$ cat src/rtl/ula_pkg.sv
// Shared types and defaults for the ULA op scheduler.
// Holds the state enum, width constants and the multi-cycle opcode test.
package ula_pkg;

   localparam int OP_W              = 4;
   localparam int DATA_W_DEF        = 8;
   localparam int RES_W_DEF         = 16;
   localparam int MULTI_OP_BASE_DEF = 12;
   localparam int MULTI_LAT_DEF     = 4;

   typedef enum logic [1:0] {
      IDLE,
      EXEC,
      RESP
   } state_t;

   function automatic logic is_multi(
      input logic [OP_W-1:0] op,
      input int              base
   );
      return int'(op) >= base;
   endfunction

endpackage

$ cat src/rtl/ula_op_scheduler_rr_arbiter_2.sv
// Two-way round-robin grant for the ULA op scheduler.
// A lone valid always wins; a tie goes to the requester at rr_ptr.
module rr_arbiter_2 (
   input  logic [1:0] valid,
   input  logic       rr_ptr,
   input  logic       enable,
   output logic [1:0] grant
);

   always_comb begin
      grant = 2'b00;
      if (enable) begin
         unique case (valid)
            2'b01:   grant = 2'b01;
            2'b10:   grant = 2'b10;
            2'b11:   grant = rr_ptr ? 2'b10 : 2'b01;
            default: grant = 2'b00;
         endcase
      end
   end

endmodule

$ cat src/rtl/ula_op_scheduler.sv
// Shares one ULA datapath between two requesters (IDLE/EXEC/RESP).
// Define ULA_OP_SCHEDULER_PERF_EN to add grant and stall counters.
module ula_op_scheduler
   import ula_pkg::*;
#(
   parameter int DATA_W        = DATA_W_DEF,
   parameter int RES_W         = RES_W_DEF,
   parameter int MULTI_OP_BASE = MULTI_OP_BASE_DEF,
   parameter int MULTI_LAT     = MULTI_LAT_DEF
) (
   input  logic              clk,
   input  logic              reset,
   input  logic              req0_valid,
   output logic              req0_ready,
   input  logic [OP_W-1:0]   req0_op,
   input  logic [DATA_W-1:0] req0_a,
   input  logic [DATA_W-1:0] req0_b,
   input  logic              req1_valid,
   output logic              req1_ready,
   input  logic [OP_W-1:0]   req1_op,
   input  logic [DATA_W-1:0] req1_a,
   input  logic [DATA_W-1:0] req1_b,
   output logic [DATA_W-1:0] alu_a,
   output logic [DATA_W-1:0] alu_b,
   output logic [OP_W-1:0]   selectors,
   input  logic [RES_W-1:0]  alu_result,
   output logic              rsp_valid,
   input  logic              rsp_ready,
   output logic [RES_W-1:0]  rsp_result,
`ifdef ULA_OP_SCHEDULER_PERF_EN
   output logic [15:0]       grant_cnt0,
   output logic [15:0]       grant_cnt1,
   output logic [15:0]       stall_cnt,
`endif
   output logic              rsp_id
);

   localparam logic [3:0] LAT_M1 = 4'(MULTI_LAT - 1);

   state_t            state;
   logic              rr_ptr;
   logic [3:0]        count;
   logic [1:0]        grant;
   logic              accept;
   logic              acc_id;
   logic [OP_W-1:0]   op_sel;
   logic [DATA_W-1:0] a_sel;
   logic [DATA_W-1:0] b_sel;

   // Grants are only offered in IDLE and never while reset is held.
   rr_arbiter_2 u_arb (
      .valid  ({req1_valid, req0_valid}),
      .rr_ptr (rr_ptr),
      .enable (state == IDLE && !reset),
      .grant  (grant)
   );

   assign req0_ready = grant[0];
   assign req1_ready = grant[1];
   assign accept     = |grant;
   assign acc_id     = grant[1];
   assign op_sel     = acc_id ? req1_op : req0_op;
   assign a_sel      = acc_id ? req1_a  : req0_a;
   assign b_sel      = acc_id ? req1_b  : req0_b;

   always_ff @(posedge clk) begin
      if (reset) begin
         state      <= IDLE;
         rr_ptr     <= 1'b0;
         count      <= '0;
         alu_a      <= '0;
         alu_b      <= '0;
         selectors  <= '0;
         rsp_result <= '0;
         rsp_valid  <= 1'b0;
         rsp_id     <= 1'b0;
      end else begin
         unique case (state)
            IDLE: begin
               if (accept) begin
                  selectors <= op_sel;
                  alu_a     <= a_sel;
                  alu_b     <= b_sel;
                  rsp_id    <= acc_id;
                  rr_ptr    <= ~acc_id;
                  count     <= is_multi(op_sel, MULTI_OP_BASE)
                               ? LAT_M1 : 4'd0;
                  state     <= EXEC;
               end
            end
            EXEC: begin
               if (count == 4'd0) begin
                  rsp_result <= alu_result;
                  rsp_valid  <= 1'b1;
                  state      <= RESP;
               end else begin
                  count <= count - 4'd1;
               end
            end
            RESP: begin
               if (rsp_ready) begin
                  rsp_valid <= 1'b0;
                  state     <= IDLE;
               end
            end
            default: state <= IDLE;
         endcase
      end
   end

`ifdef ULA_OP_SCHEDULER_PERF_EN
   always_ff @(posedge clk) begin
      if (reset) begin
         grant_cnt0 <= '0;
         grant_cnt1 <= '0;
         stall_cnt  <= '0;
      end else begin
         if (grant[0]) grant_cnt0 <= grant_cnt0 + 16'd1;
         if (grant[1]) grant_cnt1 <= grant_cnt1 + 16'd1;
         if (rsp_valid && !rsp_ready) stall_cnt <= stall_cnt + 16'd1;
      end
   end
`endif

endmodule

$ cat config.mk
export PLATFORM = sky130hd
export DESIGN_NAME = ula_op_scheduler
export DESIGN_NICKNAME = d
export VERILOG_FILES = /design/src/rtl/ula_pkg.sv /design/src/rtl/ula_op_scheduler_rr_arbiter_2.sv /design/src/rtl/ula_op_scheduler.sv
export SDC_FILE = /design/constraint.sdc
export NUM_CORES = 1
export LEC_CHECK = 0
export ABC_AREA = 1
export ABC_CLOCK_PERIOD_IN_PS = 3500
export CORE_ASPECT_RATIO = 1.2
export CORE_UTILIZATION = 42
export CTS_CLUSTER_SIZE = 25
export DETAILED_ROUTE_END_ITERATION = 10
export PLACE_DENSITY = 0.84
export SETUP_SLACK_MARGIN = 0.1
export SYNTH_ARGS = -nofsm -noshare
export SYNTH_HDL_FRONTEND = slang
export SYNTH_SLANG_ARGS = --single-unit
$ cat constraint.sdc
create_clock -name clk -period 3.5 [get_ports clk]
set_clock_uncertainty 0.05 [all_clocks]
set_input_delay 0.35 -clock clk [delete_from_list [all_inputs] [get_ports clk]]
set_output_delay 0.35 -clock clk [all_outputs]
set_load 0.02 [all_outputs]
==> results of run 1 <==
==> critical path: cells and delay by family <==
family                 cells  cell delay (ps)
buffers and inverters      4             1820
and+or+nand+nor            1              320
==> flip-flops by register name, indices dropped and copies added, names as in the netlist <==
name	flops
rsp_valid	1
state	2
count	4
alu_b	8
rsp_result	16
rr_ptr	1
rsp_id	1
alu_a	8
selectors	4
==> layout make-up <==
type	count	area, um^2	area share (%)
clock buffers	7	96.3	3.16
inverters	31	116	3.81
well taps	56	70.1	2.30
multi-input cells	174	847	27.8
flip-flops and latches	45	901	29.5
clock inverters	1	5.00	0.164
repair buffers	102	1020	33.3
==> report_power, final <==
part	internal, uW	switching, uW
logic	214	225
clock network	178	166
registers	574	34.9
==> final timing paths <==
check / startpoint / end / slack, ps / cells past startpoint
worst max register to register: count[0]$_SDFFE_PP0P_ / rsp_result[5]$_SDFFE_PP0P_ / 2020 / 6
worst min-delay path: alu_b[4]$_SDFFE_PP0P_ / alu_b[4]$_SDFFE_PP0P_ / 420 / 2
worst min register to register: alu_b[4]$_SDFFE_PP0P_ / alu_b[4]$_SDFFE_PP0P_ / 420 / 2
worst max-delay path: reset / req0_ready / 600 / 5
==> kinds of logic (layout without fill, tap and decap cells) <==
kind of cell	count (synthesis)	in the layout	share of synthesized area, %
flip-flops	45	45	46.0
AND/OR/NAND/NOR	93	93	20.7
adder cells (fa/ha/maj)	1	1	0.639
AO/OA/AOI/OAI	80	80	21.9
buffers and inverters	44	141	10.7
==> synth_stat cells, drive strengths merged <==
master / n
a21boi: 1
a21oi: 22
a31oi: 2
buf: 9
clkbuf: 4
clkinv: 1
dfxtp: 45
ha: 1
inv: 30
nand2: 35
nand3: 8
nand4: 1
nor2: 48
nor3: 1
o21ai: 53
o31ai: 2
==> per-stage QoR <==
stage	total power (uW)	std cells	setup WS (ps)	utilization, %	hold slack (ps)
detailed placement	1060	408	613	67.7	408
floorplan	867	263	2140	-	425
finish	1390	416	596	70.0	415
global route	1480	416	474	70.0	437
CTS	1410	416	602	70.0	418
global placement	1050	408	625	67.7	401
==> per-layer routing <==
layer / part of all wire (%) / GRT usage, % / vias up
met5: 0 / 0 / -
li1: - / - / 1040
met4: 2.7 / 9.56 / 0
met3: 8.2 / 6.10 / 11
met1: 41 / 21.1 / 884
met2: 48 / 35.8 / 80
==> flow_summary.yaml, run 1 <==
status:
  status: "completed"
setup_path:
  slowest_stage: "clkdlybuf4s50_1"
  cp_cell_sequence: "clkdlybuf4s50_1, inv_2, nand4_4, clkinv_1, clkdlybuf4s50_1"
  crit_path_max_incr_delay_ps: 680
  critPathMaxFanout: 20
  start_kind: "input port"
  crit_arrival_ps: 2500
  critPathKind: "input port to output port"
  crit_top_cell: "clkdlybuf4s50_1"
  crit_required_ps: 3100
  end_kind: "output port"
floorplanning:
  rows: 26
  initial_utilization_pct: 44.9
  dieArea_mm2: 0.00494
  design.core.area_mm2: 0.00436
  fp.dieW_um: 64.3
  io_pins: 101
  die-height_um: 76.8
timing:
  setup-violations-final: 0
  fin_crit_sh_pct: 83.0
  setup_tns_ps: 0
  worst_pin_slew_ps: 543
  hold_violations: 0
  finalMaxSlewViolations: 0
  max_freq_mhz: 344
  rsz0062_at_grt: "false"
  layout_min_cycle_time_ps: 2900
  relSlewSlack_pct: 63.7
detailed_routing:
  route.detailed.drc: 0
  drtAntennaViolNets: 0
  drt_iter0_markers: 77
  routedWlPerCell_um: 11.4
  dr_total_vias: 2015
  drt_first_pass_iters: 4
  viasPerCell: 4.84
  routed_wl_um: 4760
min_path:
  hp-class: "flop to flop"
layout:
  nets: 421
  final_common_cell: "clkdlybuf4s50_1"
  fillers: 376
  drive_above_1_share_pct: 7.22
  antenna_cells: 0
  area_growth_pct: 55.9
  final_area_mm2: 0.00305
  final_cell_mix: "100 x clkdlybuf4s50_1, 46 x nor2_1, 45 x dfxtp_1"
cts:
  cts_root_buf: "clkbuf_8"
  clock_latency_ps: 290
  clk_pin_slew_ps: 80
  cts_hold_buf: 0
  post-cts-setup-buffers: 0
  cts.path.max_buffers: 2
  tritoncts: "yes"
  cts_made_buffers: 5
  h-tree-depth: 2
  cts_resized: 0
  cts_sinks: 45
global_route:
  globalRouteOverflowTotal: 0
  antenna_found_initial: 0
  grt_pass1_wl_um: 7980
  grt_pass1_vias: 1947
  grt_start_max_net_pins: 37
  grt_usage_pct: 20.1
pwr:
  leakage_uw: 0.00124
  ir_worst_vdd_v: 0.000269
  pwr_density_cell_mw_per_mm2: 456
synthesis:
  synth.largest_area_cell: "dfxtp_1"
  syn_avg_cell_area_um2: 7.44
  yosys.cell_types.count: 26
  synth_area_leaders: "dfxtp_1 46%, nor2_1 8.8%, o21ai_0 8.2%"
  synthCells: 263
  synth_warnings: 0
  synth-seq-cells: 45
  syn_area_mm2: 0.00196
  yosysTopAreaCellShare_pct: 46.0
  seq_area_frac_synth_pct: 46.0
  syn_nets: 325
placement:
  dpl-instance-area_mm2: 0.00295
  portBuffers: 100
  dp_hpwl_um: 3560
  routabilityCongestion: 0.773
job:
  max_cap_violations: 0
Note: power is estimated with default switching activity, not from simulation.
==> inputs of run 2 (changes only) <==
- ABC_CLOCK_PERIOD_IN_PS: 3500 -> 2800
- CORE_UTILIZATION: 42 -> 39
- PLACE_DENSITY: 0.84 -> 0.79
- clock period: 3.5 -> 2.8 ns (I/O delays scaled with it)
==> flow_summary.yaml, run 2 (synthesis gave the netlist of run 1 again) <==
status:
  status: "completed"
setup_path:
  crit_arrival_ps: 1890
  critPathKind: "input port to output port"
  reg2reg_to: "count[1]$_SDFFE_PP0P_"
  setup.worst_path.start: "reset"
  crit_required_ps: 2470
  end_kind: "output port"
  r2r_slack_ps: 1120
  critPathMaxFanout: 8
  rr_worst_depth: 8
  endpoint: "req1_ready"
  r2r-start: "state[1]$_SDFFE_PP0P_"
  start_kind: "input port"
cts:
  cts_made_buffers: 5
  clock_latency_ps: 290
  h-tree-depth: 2
  clk_pin_slew_ps: 80
  cts_resized: 0
  cts_root_buf: "clkbuf_8"
  post-cts-setup-buffers: 0
  cts_sinks: 45
  tritoncts: "yes"
  cts.path.max_buffers: 2
  cts_hold_buf: 0
detailed_routing:
  routed_wl_um: 5160
  drtAntennaViolNets: 0
  dr_total_vias: 2021
  routedWlPerCell_um: 12.3
  viasPerCell: 4.81
  drt_first_pass_iters: 4
  drt_iter0_markers: 50
  route.detailed.drc: 0
floorplanning:
  fp.dieW_um: 66.7
  io_pins: 101
  design.core.area_mm2: 0.00470
  rows: 27
  die-height_um: 79.6
  initial_utilization_pct: 41.7
  dieArea_mm2: 0.00531
placement:
  dp_worst_setup_slack_ps: 519
  routabilityCongestion: 0.797
  dp_hpwl_um: 3820
  portBuffers: 100
  place_inst: 412
global_route:
  globalRouteOverflowTotal: 0
  antenna_found_initial: 0
  grt_usage_pct: 20.9
  grt_start_max_net_pins: 36
  grt_pass1_vias: 1996
  grt_pass1_wl_um: 8510
layout:
  layoutNonFillerInstCount: 420
  top_register: "rsp_result"
  nets: 423
  final_cell_mix: "100 x clkdlybuf4s50_1, 46 x nor2_1, 45 x dfxtp_1"
  area_growth_pct: 55.9
  largest_reg_flops: 16
  reg_top3: "rsp_result x16, alu_a x8, alu_b x8"
  antenna_cells: 0
  final_common_cell: "clkdlybuf4s50_1"
  drive_above_1_share_pct: 7.46
timing:
  layout_min_cycle_time_ps: 2220
  relSlewSlack_pct: 37.8
  max_freq_mhz: 450
  finalMaxSlewViolations: 0
  worst_pin_slew_ps: 933
  fin_crit_sh_pct: 79.4
  setup-violations-final: 0
  rsz0062_at_grt: "false"
  hold_violations: 0
  setup_tns_ps: 0
  setup_slack_ps: 576
pwr:
  pwr_density_cell_mw_per_mm2: 558
  leakage_uw: 0.00124
  ir_worst_vdd_v: 0.000294
job:
  max_cap_violations: 0
min_path:
  hp-class: "flop to flop"
-- run 2: cell types whose count changed in the layout (fill, tap and decap cells not counted) --
cell,previous run,this run
buf_4,2,4
clkbuf_8,7,5
clkbuf_1,0,1
clkinv_2,1,2
-- run 2: layout make-up --
class	instances	area (um^2)
clock buffers	6	72.6
clock inverters	2	10.0
fillers	437	1650
inverters	31	116
multi-input cells	174	847
flip-flops and latches	45	901
well taps	58	72.6
repair buffers	104	1030
-- run 2: worst min path at each step --
stage                        startpoint                    end  slack [ps]  cells after the start
CTS                 rsp_id$_SDFFE_PP0P_    rsp_id$_SDFFE_PP0P_         420                      2
global placement    rsp_id$_SDFFE_PP0P_    rsp_id$_SDFFE_PP0P_         400                      2
finish              rsp_id$_SDFFE_PP0P_    rsp_id$_SDFFE_PP0P_         420                      2
floorplan                     req1_b[7]  alu_b[7]$_SDFFE_PP0P_         380                      2
global route        rsp_id$_SDFFE_PP0P_    rsp_id$_SDFFE_PP0P_         440                      2
detailed placement  rsp_id$_SDFFE_PP0P_    rsp_id$_SDFFE_PP0P_         410                      2
-- run 2: routing by layer --
layer	track usage [%]	vias to the layer above	part of all wire [%]
li1	-	1040	-
met1	21.7	885	41
met2	37.1	90	48
met3	8.71	6	9.0
met4	7.02	0	1.5
met5	0	-	0
-- run 2: critical path, stage by stage --
cell	delay, ps
clkdlybuf4s50_1	570
nor2_4	250
nand2_4	70
inv_1	110
clkdlybuf4s50_1	610
-- run 2: power by group --
part           internal [uW]  total [uW]  switching (uW)
Combinational            270         561             291
Sequential               718         762            44.0
Clock                    173         379             206
-- run 2: metrics by stage --
step | hold slack [ps] | instance area [um^2] | utilization [%] | power (uW)
2_1_floorplan | 382 | 1960 | - | 1080
3_5_place_dp | 408 | 2970 | 63.2 | 1340
3_3_place_gp | 401 | 2970 | 63.2 | 1320
5_1_grt | 439 | 3050 | 65.0 | 1810
4_1_cts | 420 | 3050 | 65.0 | 1720
6_report | 417 | 3050 | 65.0 | 1700
